[src/rtl/fetch_queue_unit_pkg.sv]
// Shared types and constants for the fetch queue unit.
package fetch_queue_unit_pkg;

    // Kind of control-flow redirect resolved in the current cycle.
    // JR outranks J, which outranks BR.
    typedef enum logic [1:0] {
        NONE = 2'd0,
        BR   = 2'd1,
        J    = 2'd2,
        JR   = 2'd3
    } redir_kind_e;

    // Byte distance between sequential instruction words.
    localparam int unsigned PC_INC = 4;

    // Width of the occupancy counter for a queue of the given depth.
    function automatic int unsigned count_width(input int unsigned depth);
        return $clog2(depth) + 1;
    endfunction

endpackage : fetch_queue_unit_pkg

[src/rtl/fetch_queue_unit_if.sv]
// Bundle of instruction-memory, decode and redirect signals around the
// fetch queue unit.
//
// Handshake semantics: the queue head is offered to decode while if_valid
// is high and is consumed in exactly the cycles where if_valid && id_ready
// are both high at the rising edge. if_valid never depends on id_ready.
// imem_req is a fire-and-forget read: the memory returns imem_rdata in the
// cycle immediately after the request, with no back-pressure.
interface fetch_queue_unit_if #(
    parameter int XLEN = 32
);
    // instruction memory
    logic            imem_req;
    logic [XLEN-1:0] imem_addr;
    logic [31:0]     imem_rdata;

    // decode side
    logic            if_valid;
    logic [31:0]     if_instr;
    logic [XLEN-1:0] if_pc;
    logic [XLEN-1:0] if_pc4;
    logic            id_ready;

    // redirects
    logic [XLEN-1:0] redir_pc;
    logic            br_taken;
    logic [XLEN-1:0] br_offset;
    logic            jump;
    logic [25:0]     jump_index;
    logic            jr;
    logic [XLEN-1:0] jr_target;
    logic            misalign;

    // Fetch unit side.
    modport master (
        output imem_req, imem_addr,
        input  imem_rdata,
        output if_valid, if_instr, if_pc, if_pc4,
        input  id_ready,
        input  redir_pc, br_taken, br_offset, jump, jump_index, jr, jr_target,
        output misalign
    );

    // Environment side (memory, decode, execute).
    modport slave (
        input  imem_req, imem_addr,
        output imem_rdata,
        input  if_valid, if_instr, if_pc, if_pc4,
        output id_ready,
        output redir_pc, br_taken, br_offset, jump, jump_index, jr, jr_target,
        input  misalign
    );

endinterface : fetch_queue_unit_if

[src/rtl/fetch_queue_unit_fetch_fifo.sv]
// Small circular FIFO holding {pc, instruction} entries for the fetch
// queue. Head entry is read combinationally; flush empties it in one edge.
module fetch_fifo #(
    parameter int W     = 64,
    parameter int DEPTH = 4
) (
    input  logic                     clk,
    input  logic                     rst,
    input  logic                     flush,
    input  logic                     push,
    input  logic [W-1:0]             push_data,
    input  logic                     pop,
    output logic [W-1:0]             head,
    output logic                     valid,
    output logic [$clog2(DEPTH):0]   count
);
    localparam int AW = $clog2(DEPTH);
    localparam int CW = AW + 1;

    logic [W-1:0]  mem_q [DEPTH];
    logic [W-1:0]  mem_d [DEPTH];
    logic [AW-1:0] wr_ptr_q, wr_ptr_d;
    logic [AW-1:0] rd_ptr_q, rd_ptr_d;
    logic [CW-1:0] count_q, count_d;
    logic          do_push, do_pop;

    // Pop only when something is stored; push when there is room, or when a
    // simultaneous pop frees the slot being written. Pointers wrap naturally
    // because DEPTH is a power of two.
    always_comb begin
        do_pop   = pop && (count_q != '0);
        do_push  = push && ((count_q != CW'(DEPTH)) || do_pop);
        mem_d    = mem_q;
        wr_ptr_d = wr_ptr_q;
        rd_ptr_d = rd_ptr_q;
        count_d  = count_q;
        if (flush) begin
            wr_ptr_d = '0;
            rd_ptr_d = '0;
            count_d  = '0;
        end else begin
            if (do_push) begin
                mem_d[wr_ptr_q] = push_data;
                wr_ptr_d        = wr_ptr_q + AW'(1);
            end
            if (do_pop) begin
                rd_ptr_d = rd_ptr_q + AW'(1);
            end
            unique case ({do_push, do_pop})
                2'b10:   count_d = count_q + CW'(1);
                2'b01:   count_d = count_q - CW'(1);
                default: count_d = count_q;
            endcase
        end
    end

    // Storage, pointers and occupancy registers.
    always_ff @(posedge clk or negedge rst) begin
        if (!rst) begin
            mem_q    <= '{default: '0};
            wr_ptr_q <= '0;
            rd_ptr_q <= '0;
            count_q  <= '0;
        end else begin
            mem_q    <= mem_d;
            wr_ptr_q <= wr_ptr_d;
            rd_ptr_q <= rd_ptr_d;
            count_q  <= count_d;
        end
    end

    assign head  = mem_q[rd_ptr_q];
    assign valid = (count_q != '0);
    assign count = count_q;

endmodule : fetch_fifo

[src/rtl/fetch_queue_unit.sv]
// Instruction fetch front end: issues sequential word reads, queues the
// returning instructions with their PCs for decode, and restarts fetch on
// branch / jump / register-jump redirects.
module fetch_queue_unit
    import fetch_queue_unit_pkg::*;
#(
    parameter int              XLEN     = 32,
    parameter int              QDEPTH   = 4,
    parameter logic [XLEN-1:0] RESET_PC = '0
) (
    input logic                clk,
    input logic                rst,
    fetch_queue_unit_if.master bus
);
    localparam int CW = count_width(QDEPTH);
    localparam int FW = XLEN + 32;

    // Upper PC bits kept by an absolute jump (the 256 MB region).
    localparam logic [XLEN-1:0] JUMP_REGION_MASK = {{(XLEN-28){1'b1}}, 28'd0};
    // Clears the byte offset of a register-jump target.
    localparam logic [XLEN-1:0] WORD_MASK        = {{(XLEN-2){1'b1}}, 2'b00};

    logic [XLEN-1:0] fetch_pc_q, fetch_pc_d;
    logic            inflight_q, inflight_d;
    logic [XLEN-1:0] inflight_pc_q, inflight_pc_d;
    logic            misalign_q, misalign_d;

    redir_kind_e     redir_kind;
    logic [XLEN-1:0] redir_target;
    logic [XLEN-1:0] seq_pc;
    logic            redirect;

    logic [CW-1:0]   fifo_count;
    logic [CW:0]     occupancy;
    logic            fifo_valid;
    logic            fifo_push;
    logic            fifo_pop;
    logic [FW-1:0]   fifo_head;
    logic            fetch_req;

    // Resolve the highest-priority redirect and its target address.
    always_comb begin
        redir_kind   = NONE;
        redir_target = fetch_pc_q;
        seq_pc       = bus.redir_pc + XLEN'(PC_INC);
        if (bus.jr) begin
            redir_kind   = JR;
            redir_target = bus.jr_target & WORD_MASK;
        end else if (bus.jump) begin
            redir_kind   = J;
            redir_target = (seq_pc & JUMP_REGION_MASK)
                         | XLEN'({bus.jump_index, 2'b00});
        end else if (bus.br_taken) begin
            redir_kind   = BR;
            redir_target = seq_pc + (bus.br_offset << 2);
        end
    end

    assign redirect = (redir_kind != NONE);

    // Every request reserves a queue slot, so queued plus in-flight entries
    // can never exceed QDEPTH and the arriving response always has room.
    // Held off during reset so the first request appears right after release.
    assign occupancy = {1'b0, fifo_count} + {{CW{1'b0}}, inflight_q};
    assign fetch_req = rst && !redirect && (occupancy < (CW+1)'(QDEPTH));

    // A response arriving in a redirect cycle belongs to the old path.
    assign fifo_push = inflight_q && !redirect;
    assign fifo_pop  = fifo_valid && bus.id_ready;

    // Fetch PC, in-flight tracking and misalignment flag next-state.
    always_comb begin
        fetch_pc_d    = fetch_pc_q;
        inflight_d    = fetch_req;
        inflight_pc_d = inflight_pc_q;
        misalign_d    = (redir_kind == JR) && (bus.jr_target[1:0] != 2'b00);
        if (redirect) begin
            fetch_pc_d = redir_target;
        end else if (fetch_req) begin
            fetch_pc_d = fetch_pc_q + XLEN'(PC_INC);
        end
        if (fetch_req) begin
            inflight_pc_d = fetch_pc_q;
        end
    end

    // Fetch-side state registers.
    always_ff @(posedge clk or negedge rst) begin
        if (!rst) begin
            fetch_pc_q    <= RESET_PC;
            inflight_q    <= 1'b0;
            inflight_pc_q <= '0;
            misalign_q    <= 1'b0;
        end else begin
            fetch_pc_q    <= fetch_pc_d;
            inflight_q    <= inflight_d;
            inflight_pc_q <= inflight_pc_d;
            misalign_q    <= misalign_d;
        end
    end

    fetch_fifo #(
        .W     (FW),
        .DEPTH (QDEPTH)
    ) u_fifo (
        .clk       (clk),
        .rst       (rst),
        .flush     (redirect),
        .push      (fifo_push),
        .push_data ({inflight_pc_q, bus.imem_rdata}),
        .pop       (fifo_pop),
        .head      (fifo_head),
        .valid     (fifo_valid),
        .count     (fifo_count)
    );

    // Head fields read as zero whenever the queue is empty.
    assign bus.imem_req  = fetch_req;
    assign bus.imem_addr = fetch_pc_q;
    assign bus.if_valid  = fifo_valid;
    assign bus.if_pc     = fifo_valid ? fifo_head[FW-1:32] : '0;
    assign bus.if_instr  = fifo_valid ? fifo_head[31:0]    : '0;
    assign bus.if_pc4    = bus.if_pc + XLEN'(PC_INC);
    assign bus.misalign  = misalign_q;

endmodule : fetch_queue_unit

[src/flat_wrapper.sv]
// flat-port wrapper written by rule: the top's interface ports become plain ports
module fetch_queue_unit_flat import fetch_queue_unit_pkg::*;
#(
    parameter int              XLEN     = 32,
    parameter int              QDEPTH   = 4,
    parameter logic [XLEN-1:0] RESET_PC = '0
)
  (clk, rst, bus_imem_req, bus_imem_addr, bus_imem_rdata, bus_if_valid, bus_if_instr, bus_if_pc, bus_if_pc4, bus_id_ready, bus_redir_pc, bus_br_taken, bus_br_offset, bus_jump, bus_jump_index, bus_jr, bus_jr_target, bus_misalign);
  fetch_queue_unit_if #(.XLEN(XLEN)) bus_i ();
  input logic clk;
  input logic rst;
  output wire logic [$bits(bus_i.imem_req)-1:0] bus_imem_req;
  output wire logic [$bits(bus_i.imem_addr)-1:0] bus_imem_addr;
  input wire logic [$bits(bus_i.imem_rdata)-1:0] bus_imem_rdata;
  output wire logic [$bits(bus_i.if_valid)-1:0] bus_if_valid;
  output wire logic [$bits(bus_i.if_instr)-1:0] bus_if_instr;
  output wire logic [$bits(bus_i.if_pc)-1:0] bus_if_pc;
  output wire logic [$bits(bus_i.if_pc4)-1:0] bus_if_pc4;
  input wire logic [$bits(bus_i.id_ready)-1:0] bus_id_ready;
  input wire logic [$bits(bus_i.redir_pc)-1:0] bus_redir_pc;
  input wire logic [$bits(bus_i.br_taken)-1:0] bus_br_taken;
  input wire logic [$bits(bus_i.br_offset)-1:0] bus_br_offset;
  input wire logic [$bits(bus_i.jump)-1:0] bus_jump;
  input wire logic [$bits(bus_i.jump_index)-1:0] bus_jump_index;
  input wire logic [$bits(bus_i.jr)-1:0] bus_jr;
  input wire logic [$bits(bus_i.jr_target)-1:0] bus_jr_target;
  output wire logic [$bits(bus_i.misalign)-1:0] bus_misalign;
  assign bus_imem_req = bus_i.imem_req;
  assign bus_imem_addr = bus_i.imem_addr;
  assign bus_i.imem_rdata = bus_imem_rdata;
  assign bus_if_valid = bus_i.if_valid;
  assign bus_if_instr = bus_i.if_instr;
  assign bus_if_pc = bus_i.if_pc;
  assign bus_if_pc4 = bus_i.if_pc4;
  assign bus_i.id_ready = bus_id_ready;
  assign bus_i.redir_pc = bus_redir_pc;
  assign bus_i.br_taken = bus_br_taken;
  assign bus_i.br_offset = bus_br_offset;
  assign bus_i.jump = bus_jump;
  assign bus_i.jump_index = bus_jump_index;
  assign bus_i.jr = bus_jr;
  assign bus_i.jr_target = bus_jr_target;
  assign bus_misalign = bus_i.misalign;
  fetch_queue_unit #(.XLEN(XLEN), .QDEPTH(QDEPTH), .RESET_PC(RESET_PC)) u_core (.clk(clk), .rst(rst), .bus(bus_i));
endmodule
[config.mk]
export PLATFORM = sky130hd
export DESIGN_NAME = fetch_queue_unit_flat
export DESIGN_NICKNAME = d
export VERILOG_FILES = /design/src/rtl/fetch_queue_unit_pkg.sv /design/src/rtl/fetch_queue_unit_if.sv /design/src/rtl/fetch_queue_unit_fetch_fifo.sv /design/src/rtl/fetch_queue_unit.sv /design/src/flat_wrapper.sv
export SDC_FILE = /design/constraint.sdc
export NUM_CORES = 1
export LEC_CHECK = 0
export ABC_AREA = 1
export CORE_UTILIZATION = 50
export DETAILED_ROUTE_END_ITERATION = 6
export PLACE_DENSITY_LB_ADDON = 0.25
export SETUP_SLACK_MARGIN = 0.4
export SLEW_MARGIN = 20
export SYNTH_ARGS = -nofsm -noshare
export SYNTH_HDL_FRONTEND = slang
export SYNTH_HIERARCHICAL = 1
export SYNTH_SLANG_ARGS = --single-unit
export TNS_END_PERCENT = 30
[constraint.sdc]
create_clock -name clk -period 3.1 [get_ports clk]
set_input_delay 0.62 -clock clk [delete_from_list [all_inputs] [get_ports clk]]
set_output_delay 0.62 -clock clk [all_outputs]
set_load 0.03 [all_outputs]
==> run metrics, run 1 <==
number of global-route vias before repair=20200; port bufs=288; Compound-Gate Fraction of Synth Area=17.8%; synthesized area=20000 µm²; DR WL/cell=19.4 µm; DR pass1 iterations=6; mux cell area share after synthesis=0%; Root Buffer=clkbuf_16; Area Growth Syn to Fin=46.7%; top post-synthesis cells by area=dfrtp_1 (41%), nand2_1 (13%), inv_1 (5.8%); static leakage=14.5 nW; min-delay src=u_core/u_fifo/mem_q[131]; Slew @ Worst Pin=759 ps; HP Class=flop to flop; run status=finished with violations; failing checks=negative setup slack; EDFF count, synth=0; placed cells=3649; grt ovf=0; Die Y=202 µm; # DRC=0; ys async rst share=100%; Final Hold Fails=0; CTS buffer count=37; R2R Setup Slk=570 ps; CP endpoint kind=output port; worst endpoint required time=2480 ps; final core occ=75.2%; Syn Nets=2866; CORE AREA=39000 µm²; Top FF cell, synth=dfrtp_1; # Max-Cap Violations=0; FF+latch count, synth=329; fraction of final layout cells sized beyond drive strength 1=32.0%; Startpoint Class=flop; Slew headroom=49.4%; final count of pins violating max slew=0; r2r endpoint=u_core/u_fifo/mem_q[20]; xor and xnor area share after synthesis=3.11%; total chip power=11.5 mW; top cell type's share of synthesized area=41.2%; post-DP HPWL=47700 µm; Adder-Cell Fraction of Synth Area=2.77%; CTS tree=done; Total Die Area=40800 µm²; Simple-Gate Fraction of Synth Area=24.4%; H-tree depth=2; Row Count=72; vias per std cell=5.60; antenna-violating nets left=0; fin worst setup slack=-890 ps; WL final=73600 µm; RSZ-0062 raised after global routing=yes; Tcrit/Tclk final=129%; most frequent cell after synthesis=nand2_1; FF-to-FF path depth=14; register area share after synthesis=41.2%; area leader, netlist=dfrtp_1; fillers=2765; Total GRT Usage=32.7%; initial antenna violation count=0; Worst Hold End=u_core/u_fifo/mem_q[131]; first-pass GRT wire length=106000 µm; antenna cell count=0; WS Path Type=flop to output port; net count reported at finish=3447; crit-path max FO=7; DIE WIDTH=202 µm; worst r2r src=u_core/u_fifo/count[1]; Tmin final=3990 ps; pre-CTS setup slack=-919 ps; critical path launch point=u_core/u_fifo/rd_ptr_q[0]; Achievable Freq=251 MHz; Setup violations, final=33; Initial Utilization=51.2%; GP Congestion=0.962; WP data arrival=3370 ps; syn avg cell area=7.50 µm²; Worst Hold Depth=2; Synth Instances=2663; Clock Tree Buf Depth=3; DR vias=21200; clk_lat worst skew=550 ps; Clock transition at path regs=60 ps; synth cell count leaders=nand2_1 (702), dfrtp_1 (329), inv_1 (307), nor2_1 (259), o21ai_0 (202); hold slack=480 ps; Yosys warning count=6; Worst VDD drop=0.000372 V; Ports=291; Non-Filler Instances=3789; largest net degree at the start of global routing=189; DRT iter0 DRCs=2051; Power Dens Cells=394 nW/µm²; library cells used by synthesis=46; Layout Skew=24.6 ps; main combinational cell family by area after synthesis=simple AND/OR/NAND/NOR gates; CTS Sinks=329
## final cells by class
cell class | count | area (µm²) | share of cell area (%)
multi-input cells | 1888 | 11600 | 39.5
clock buffers | 55 | 1090 | 3.70
well taps | 518 | 648 | 2.21
clock inverters | 11 | 169 | 0.576
repair buffers | 676 | 6400 | 21.8
flip-flops and latches | 329 | 8240 | 28.1
repair inverters | 1 | 11.3 | 0.0384
inverters | 311 | 1190 | 4.07
## what timing repair did
action / 4_1_cts / 5_1_grt
cloned: 2 / 2
pin swaps: 132 / 186
setup buffers: 32 / 36
gates resized for setup: 365 / 379
hold buffers: 1 / 0
endpoints found under the hold margin: 3 / 0
endpoints found under the setup margin: 109 / 119
## through the flow
stage | instance area, µm² | setup TNS (ps)
2_1_floorplan | 20200 | -2330
3_3_place_gp | 25000 | -16250
3_5_place_dp | 25000 | -18080
4_1_cts | 27600 | -12770
5_1_grt | 29300 | -19050
6_report | 29300 | -15960
## power by group
part / switching (mW) / internal [mW]
combinational: 1.37 / 0.947
sequential: 0.211 / 4.46
clock: 1.79 / 2.77
total: 3.37 / 8.18
## critical path, stage by stage (launching register included)
cell,delay [ps]
dfrtp_4,530
buf_6,150
inv_8,70
o21ai_0,130
o22ai_2,200
buf_4,160
nand2_4,60
nor3_4,190
nand2_2,130
nor2_4,190
nand2_4,100
nor2_8,140
nand4_4,150
nor2_4,200
nand2_2,110
xor2_4,160
buf_6,140
## placed cells by master, fill, tap and decap left out, types with 80 or more instances in the layout
cell type / n
o21ai_2: 126
o21ai_0: 130
o21ai_1: 186
inv_1: 252
buf_4: 332
buf_6: 119
dfrtp_1: 327
clkdlybuf4s50_1: 163
nand3_1: 80
nor2_1: 193
nand2_1: 638
## kinds of logic (layout without fill, tap and decap cells)
kind of cell    Yosys count  in the layout
simple gates           1163           1163
compound gates          611            611
buf+inv                 446           1054
flops                   329            329
xor+xnor                 71             71
fa+ha+maj                43             43
## metal layers
layer	share of wire [%]	vias up	wire (µm)	track usage [%]
li1	-	9789	-	-
met1	40	10200	29700	44.9
met2	49	1047	36100	53.9
met3	7.8	170	5730	4.98
met4	2.9	0	2140	8.71
met5	0	-	0	0
## state kept, by name (all words and copies together), names as in the netlist
register / cells
u_core/u_fifo/mem_q: 256
u_core/bus.imem_addr: 32
u_core/inflight_pc_q: 32
u_core/u_fifo/count: 3
u_core/u_fifo/rd_ptr_q: 2
u_core/u_fifo/wr_ptr_q: 2
u_core/bus.misalign: 1
u_core/inflight_q: 1
## how the worst max path moves through the flow
stage | endpoint | slack (ps) | depth (start not counted)
floorplan | bus_if_pc4[28] | -350 | 19
finish | bus_if_pc4[28] | -890 | 16
global placement | u_core/bus.imem_addr[19] | -820 | 20
global route | bus_if_pc4[28] | -980 | 17
CTS | bus_if_pc4[24] | -740 | 17
detailed placement | u_core/bus.imem_addr[19] | -920 | 20
No activity file was read; power rests on OpenSTA's default activity.
==> run 2, diff against run 1 <==
--- a/config.mk
+++ b/config.mk
@@ -6,6 +6,7 @@
 export NUM_CORES = 1
 export LEC_CHECK = 0
 export ABC_AREA = 1
+export CORE_MARGIN = 3
 export CORE_UTILIZATION = 50
 export DETAILED_ROUTE_END_ITERATION = 6
 export PLACE_DENSITY_LB_ADDON = 0.25
==> run 2 against run 1 <==
  * Critical endpoint is now bus_if_pc4[26]
  * Sequential cell count unchanged
  * Combinational power about the same
  * Worst setup slack improved by 190 ps
  * Final cell count decreased by 0.98%
  * The run still ends with negative setup slack left
  * Largest power group unchanged
==> run metrics, run 2 (same netlist as run 1, synthesis figures left out) <==
failing checks=negative setup slack; HP Class=flop to flop; FF-to-FF path depth=10; r2r endpoint=u_core/bus.imem_addr[27]; Ports=291; critical path launch point=u_core/u_fifo/rd_ptr_q[1]; Worst VDD drop=0.000373 V; Layout Skew=14.1 ps; WP data arrival=3180 ps; number of flip-flops in the largest register=256; initial antenna violation count=2; WS Path Type=flop to output port; first-pass GRT wire length=106000 µm; CP endpoint kind=output port; critical path depth=16; final core occ=73.1%; CTS tree=done; vias per std cell=5.50; worst r2r src=u_core/bus.imem_addr[6]; R2R Setup Slk=550 ps; Final Hold Fails=0; Slew @ Worst Pin=917 ps; Slew headroom=38.9%; DR vias=20700; crit path to=bus_if_pc4[26]; clk_lat worst skew=540 ps; Power Dens Cells=396 nW/µm²; CTS Sinks=329; Area Growth Syn to Fin=43.1%; Tmin final=3800 ps; # DRC=0; CP Buf/Inv Count=3; run status=finished with violations; worst endpoint required time=2480 ps; total chip power=11.3 mW; Clock Tree Buf Depth=3; grt ovf=0; H-tree depth=2; # Max-Cap Violations=0; Final Instance Area=28600 µm²; commonest cells after routing, fill and taps aside=nand2_1 (620), dfrtp_1 (327), buf_4 (316); net count reported at finish=3410; crit-path max FO=14; Root Buffer=clkbuf_16; number of global-route vias before repair=19900; port bufs=288; Achievable Freq=263 MHz; DIE WIDTH=206 µm; Clock transition at path regs=60 ps; met1 WL=29100 µm; Startpoint Class=flop; pre-CTS setup slack=-739 ps; slowest stage delay, CP=460 ps; RSZ-0062 raised after global routing=yes; Total GRT Usage=31.2%; Row Count=72; WL final=69800 µm; Setup violations, final=26; final count of pins violating max slew=0; fraction of final layout cells sized beyond drive strength 1=30.0%; met2 wire len=33000 µm; Placed Area=24800 µm²; GP Congestion=0.994; CP Cell Sequence=buf_8 > o21ai_0 > o22ai_2 > nand2_1 > inv_1 > nand2_1 > nor2_1 > nand2_2 > nor2_4 > nand2_4 > nor2_8 > nand4_4 > nor2_4 > nand2_2 > xor2_4 > buf_6; met3 wire len=5480 µm; fin worst setup slack=-703 ps; post-DP HPWL=48300 µm; setup TNS=-11780 ps; static leakage=14.2 nW; Reg with most FFs=u_core/u_fifo/mem_q; highest metal used=met5; largest net degree at the start of global routing=181; CORE AREA=39100 µm²; DR WL/cell=18.6 µm; Die Y=206 µm; Tcrit/Tclk final=123%; DR pass1 iterations=6; Total Die Area=42400 µm²; Initial Utilization=51.1%; Top delay family on crit path=simple AND/OR/NAND/NOR gates; most common cell after layout, fill and taps aside=nand2_1; slowest cell on the critical path=dfrtp_2; CTS buffer count=38; antenna-violating nets left=0; DRT iter0 DRCs=1921
run 2: cell types whose count changed in the layout (fill, tap and decap cells not counted), sizes merged:
cell           previous run  this run
inv                     313       309
clkinv                    5        11
bufinv                    4         2
clkinvlp                  1         3
clkdlybuf4s50           163       164
dlygate4sd2               7        10
buf                     492       459
diode                     0         1
clkbuf                   61        54
dlymetal6s2s              5         1
run 2: power breakdown:
group	total, mW	switching, mW	internal [mW]
clock network	4.31	1.78	2.53
registers	4.68	0.219	4.46
logic	2.34	1.39	0.945
run 2: worst min path at each step:
stage / from / depth (start not counted) / to / slack (ps)
final: u_core/u_fifo/mem_q[110] / 2 / u_core/u_fifo/mem_q[110] / 480
after detailed placement: u_core/u_fifo/mem_q[172] / 2 / u_core/u_fifo/mem_q[172] / 460
after global routing: u_core/u_fifo/mem_q[219] / 2 / u_core/u_fifo/mem_q[219] / 490
after CTS: u_core/u_fifo/mem_q[172] / 2 / u_core/u_fifo/mem_q[172] / 480
after floorplan: rst / 0 / u_core/bus.imem_addr[0] / 320
after global placement: u_core/u_fifo/mem_q[134] / 2 / u_core/u_fifo/mem_q[134] / 460
run 2: worst reg2reg max path, cell delays in order (launching register included):
cell     delay, ps
dfrtp_1        520
nand2_1        230
nor2_2         240
nand3_1        250
nor2_1         210
nand4_1        230
nor2_2         260
a21oi_1        100
o21ai_1        300
nand2_1         90
inv_1           60
run 2: stage by stage:
step	hold WS [ps]	instances
3_3_place_gp	459	3621
6_report	481	3752
5_1_grt	495	3752
4_1_cts	477	3719
2_1_floorplan	324	2663
3_5_place_dp	463	3621
run 2: cell type report:
class / count / area (µm²)
repair buffers: 639 / 5980
diodes: 1 / 2.50
multi-input cells: 1888 / 11300
flip-flops and latches: 329 / 8240
well taps: 518 / 648
clock inverters: 14 / 140
clock buffers: 52 / 1040
fillers: 2933 / 10500
inverters: 311 / 1210
run 2: layer usage:
metal  up-vias  GRT usage, %
li1       9736             -
met5         -             0
met1      9834          42.6
met3       148          5.84
met4         2          9.53
met2       932          50.6
run 2: timing repair:
action | CTS | global route
buffers inserted | 31 | 30
pin swaps | 89 | 152
gates cloned | 0 | 2
setup endpoints to repair | 104 | 117
gates resized for setup | 290 | 398
hold buffers | 1 | 0
endpoints found under the hold margin | 19 | 0
==> run 3, diff against run 2 <==
==> constraint.sdc (replaced) <==
create_clock -name clk -period 3.1 [get_ports clk]
set_input_delay 0.62 -clock clk [delete_from_list [all_inputs] [get_ports clk]]
set_output_delay 0.62 -clock clk [all_outputs]
set_load 0.02 [all_outputs]
==> run 3 against run 2 <==
  * The flow still finishes with violations (negative setup slack)
  * Highest routed layer is now met4
  * Sequential share of layout area up 0.46 points
  * Die area is the same
  * Power fell by 2.0%
  * Largest cell class unchanged
  * Final cell count increased by 0.83%
==> run metrics, run 3 (same netlist as run 1, synthesis figures left out) <==
post-DP HPWL=47600 µm; fin worst setup slack=-747 ps; pre-CTS setup slack=-1150 ps; fraction of final layout cells sized beyond drive strength 1=26.3%; CTS tree=done; fillers=2973; vias per std cell=5.47; static leakage=14.3 nW; WL final=69400 µm; WS Path Type=flop to output port; register area=8240 µm²; largest net degree at the start of global routing=197; antenna-violating nets left=0; Power Dens Cells=394 nW/µm²; Placed Area=25200 µm²; Root Buffer=clkbuf_16; final count of pins violating max slew=0; Final Instance Area=28100 µm²; run status=finished with violations; Startpoint Class=flop; initial antenna violation count=0; Total GRT Usage=31.6%; Clock transition at path regs=60 ps; WP data arrival=3230 ps; Slew headroom=36.3%; Worst VDD drop=0.000337 V; H-tree depth=2; # DRC=0; failing checks=negative setup slack; final core occ=72.0%; DR pass1 iterations=6; DRT iter0 DRCs=1769; Int Power=7.79 mW; Tmin final=3850 ps; number of flip-flops in the largest register=256; clk_lat worst skew=560 ps; GP Congestion=0.987; HP Class=input port to async pin; Clock Power Share=38.6%; antenna cell count=0; Final Hold Fails=0; CTS buffer count=38; NetSw=3.30 mW; CP endpoint kind=output port; Gate power share=19.3%; RSZ-0062 raised after global routing=yes; Tcrit/Tclk final=124%; Area Growth Syn to Fin=40.9%; first-pass GRT wire length=107000 µm; CTS Sinks=329; grt ovf=0; Ports=291; area taken by multi-input logic gates=10700 µm²; # Max-Cap Violations=0; number of global-route vias before repair=20500; crit-path max FO=8; most common cell after layout, fill and taps aside=nand2_1; Setup violations, final=58; Sw Share=29.8%; Reg with most FFs=u_core/u_fifo/mem_q; Clock Tree Buf Depth=3; Achievable Freq=260 MHz; CORE AREA=39100 µm²; DIE WIDTH=206 µm; DR WL/cell=18.4 µm; commonest cells after routing, fill and taps aside=nand2_1 (660), dfrtp_1 (327), buf_4 (311); Flop pwr share=42.1%; total chip power=11.1 mW; DR vias=20700; port bufs=288; worst endpoint required time=2480 ps; Layout Skew=15.5 ps; setup TNS=-16670 ps; Die Y=206 µm; Row Count=72; net count reported at finish=3438; Slew @ Worst Pin=955 ps; Initial Utilization=51.1%; Total Die Area=42400 µm²
==> run 3: critical path, stage by stage (launching register included) <==
cell and delay [ps]:
dfrtp_4 540, inv_6 110, buf_12 120, buf_12 130, buf_8 120, buf_6 130, o21ai_1 100, o22ai_1 190
nand2_1 130, buf_6 160, inv_4 60, nand3_4 110, nor2_4 130, and3_4 220, buf_6 100, xor2_1 150
buf_4 160
==> run 3: routing by layer <==
metal	vias to the layer above	share of wire [%]	wire length (µm)	GRT usage [%]
li1	9770	-	-	-
met1	9806	40	28100	41.8
met2	953	47	32700	51.9
met3	152	9.1	6290	7.02
met4	0	3.4	2380	10.4
met5	-	0	0	0
==> run 3: power by group through the flow <==
stage | Combinational [mW] | Clock, mW | Sequential, mW
CTS | 2.03 | 4.34 | 4.66
global placement | 1.95 | 0 | 4.74
global route | 2.33 | 4.54 | 4.69
floorplan | 0.873 | 0 | 4.72
finish | 2.14 | 4.28 | 4.67
detailed placement | 1.97 | 0 | 4.74
==> run 3: through the flow <==
step	instances	hold slack [ps]
CTS	3764	209
finish	3783	82.4
global route	3783	89.8
detailed placement	3638	455
global placement	3638	454
floorplan	2663	324
==> run 3: final cells by class <==
cell class                 count  share of cell area (%)
timing repair buffer         666                    22.1
sequential                   329                    29.3
tap                          518                    2.30
multi-input combinational   1888                    37.9
inverter                     311                    4.25
timing repair inverter         1                  0.0133
clock inverter                12                   0.316
clock buffer                  58                    3.86
==> run 3: repair_timing <==
item	CTS	global route
pin swaps	70	61
hold endpoints to repair	13	0
setup endpoints to repair	124	124
gates resized for setup	433	301
cloned	2	1
setup buffers	53	17
hold buffers	1	0
==> run 3: path summary, 6_finish.rpt <==
kind                                           start                       end  slack [ps]  cells after the start
hold reg to reg              u_core/u_fifo/mem_q[90]   u_core/u_fifo/mem_q[90]         480                      2
hold / removal                                   rst  u_core/u_fifo/mem_q[100]          80                      2
setup reg to reg             u_core/bus.imem_addr[2]  u_core/bus.imem_addr[27]         640                     10
max in group asynchronous                        rst    u_core/u_fifo/mem_q[7]        1530                      3
min in group clk             u_core/u_fifo/mem_q[90]   u_core/u_fifo/mem_q[90]         480                      2
setup / recovery           u_core/u_fifo/rd_ptr_q[0]            bus_if_pc4[21]        -750                     16
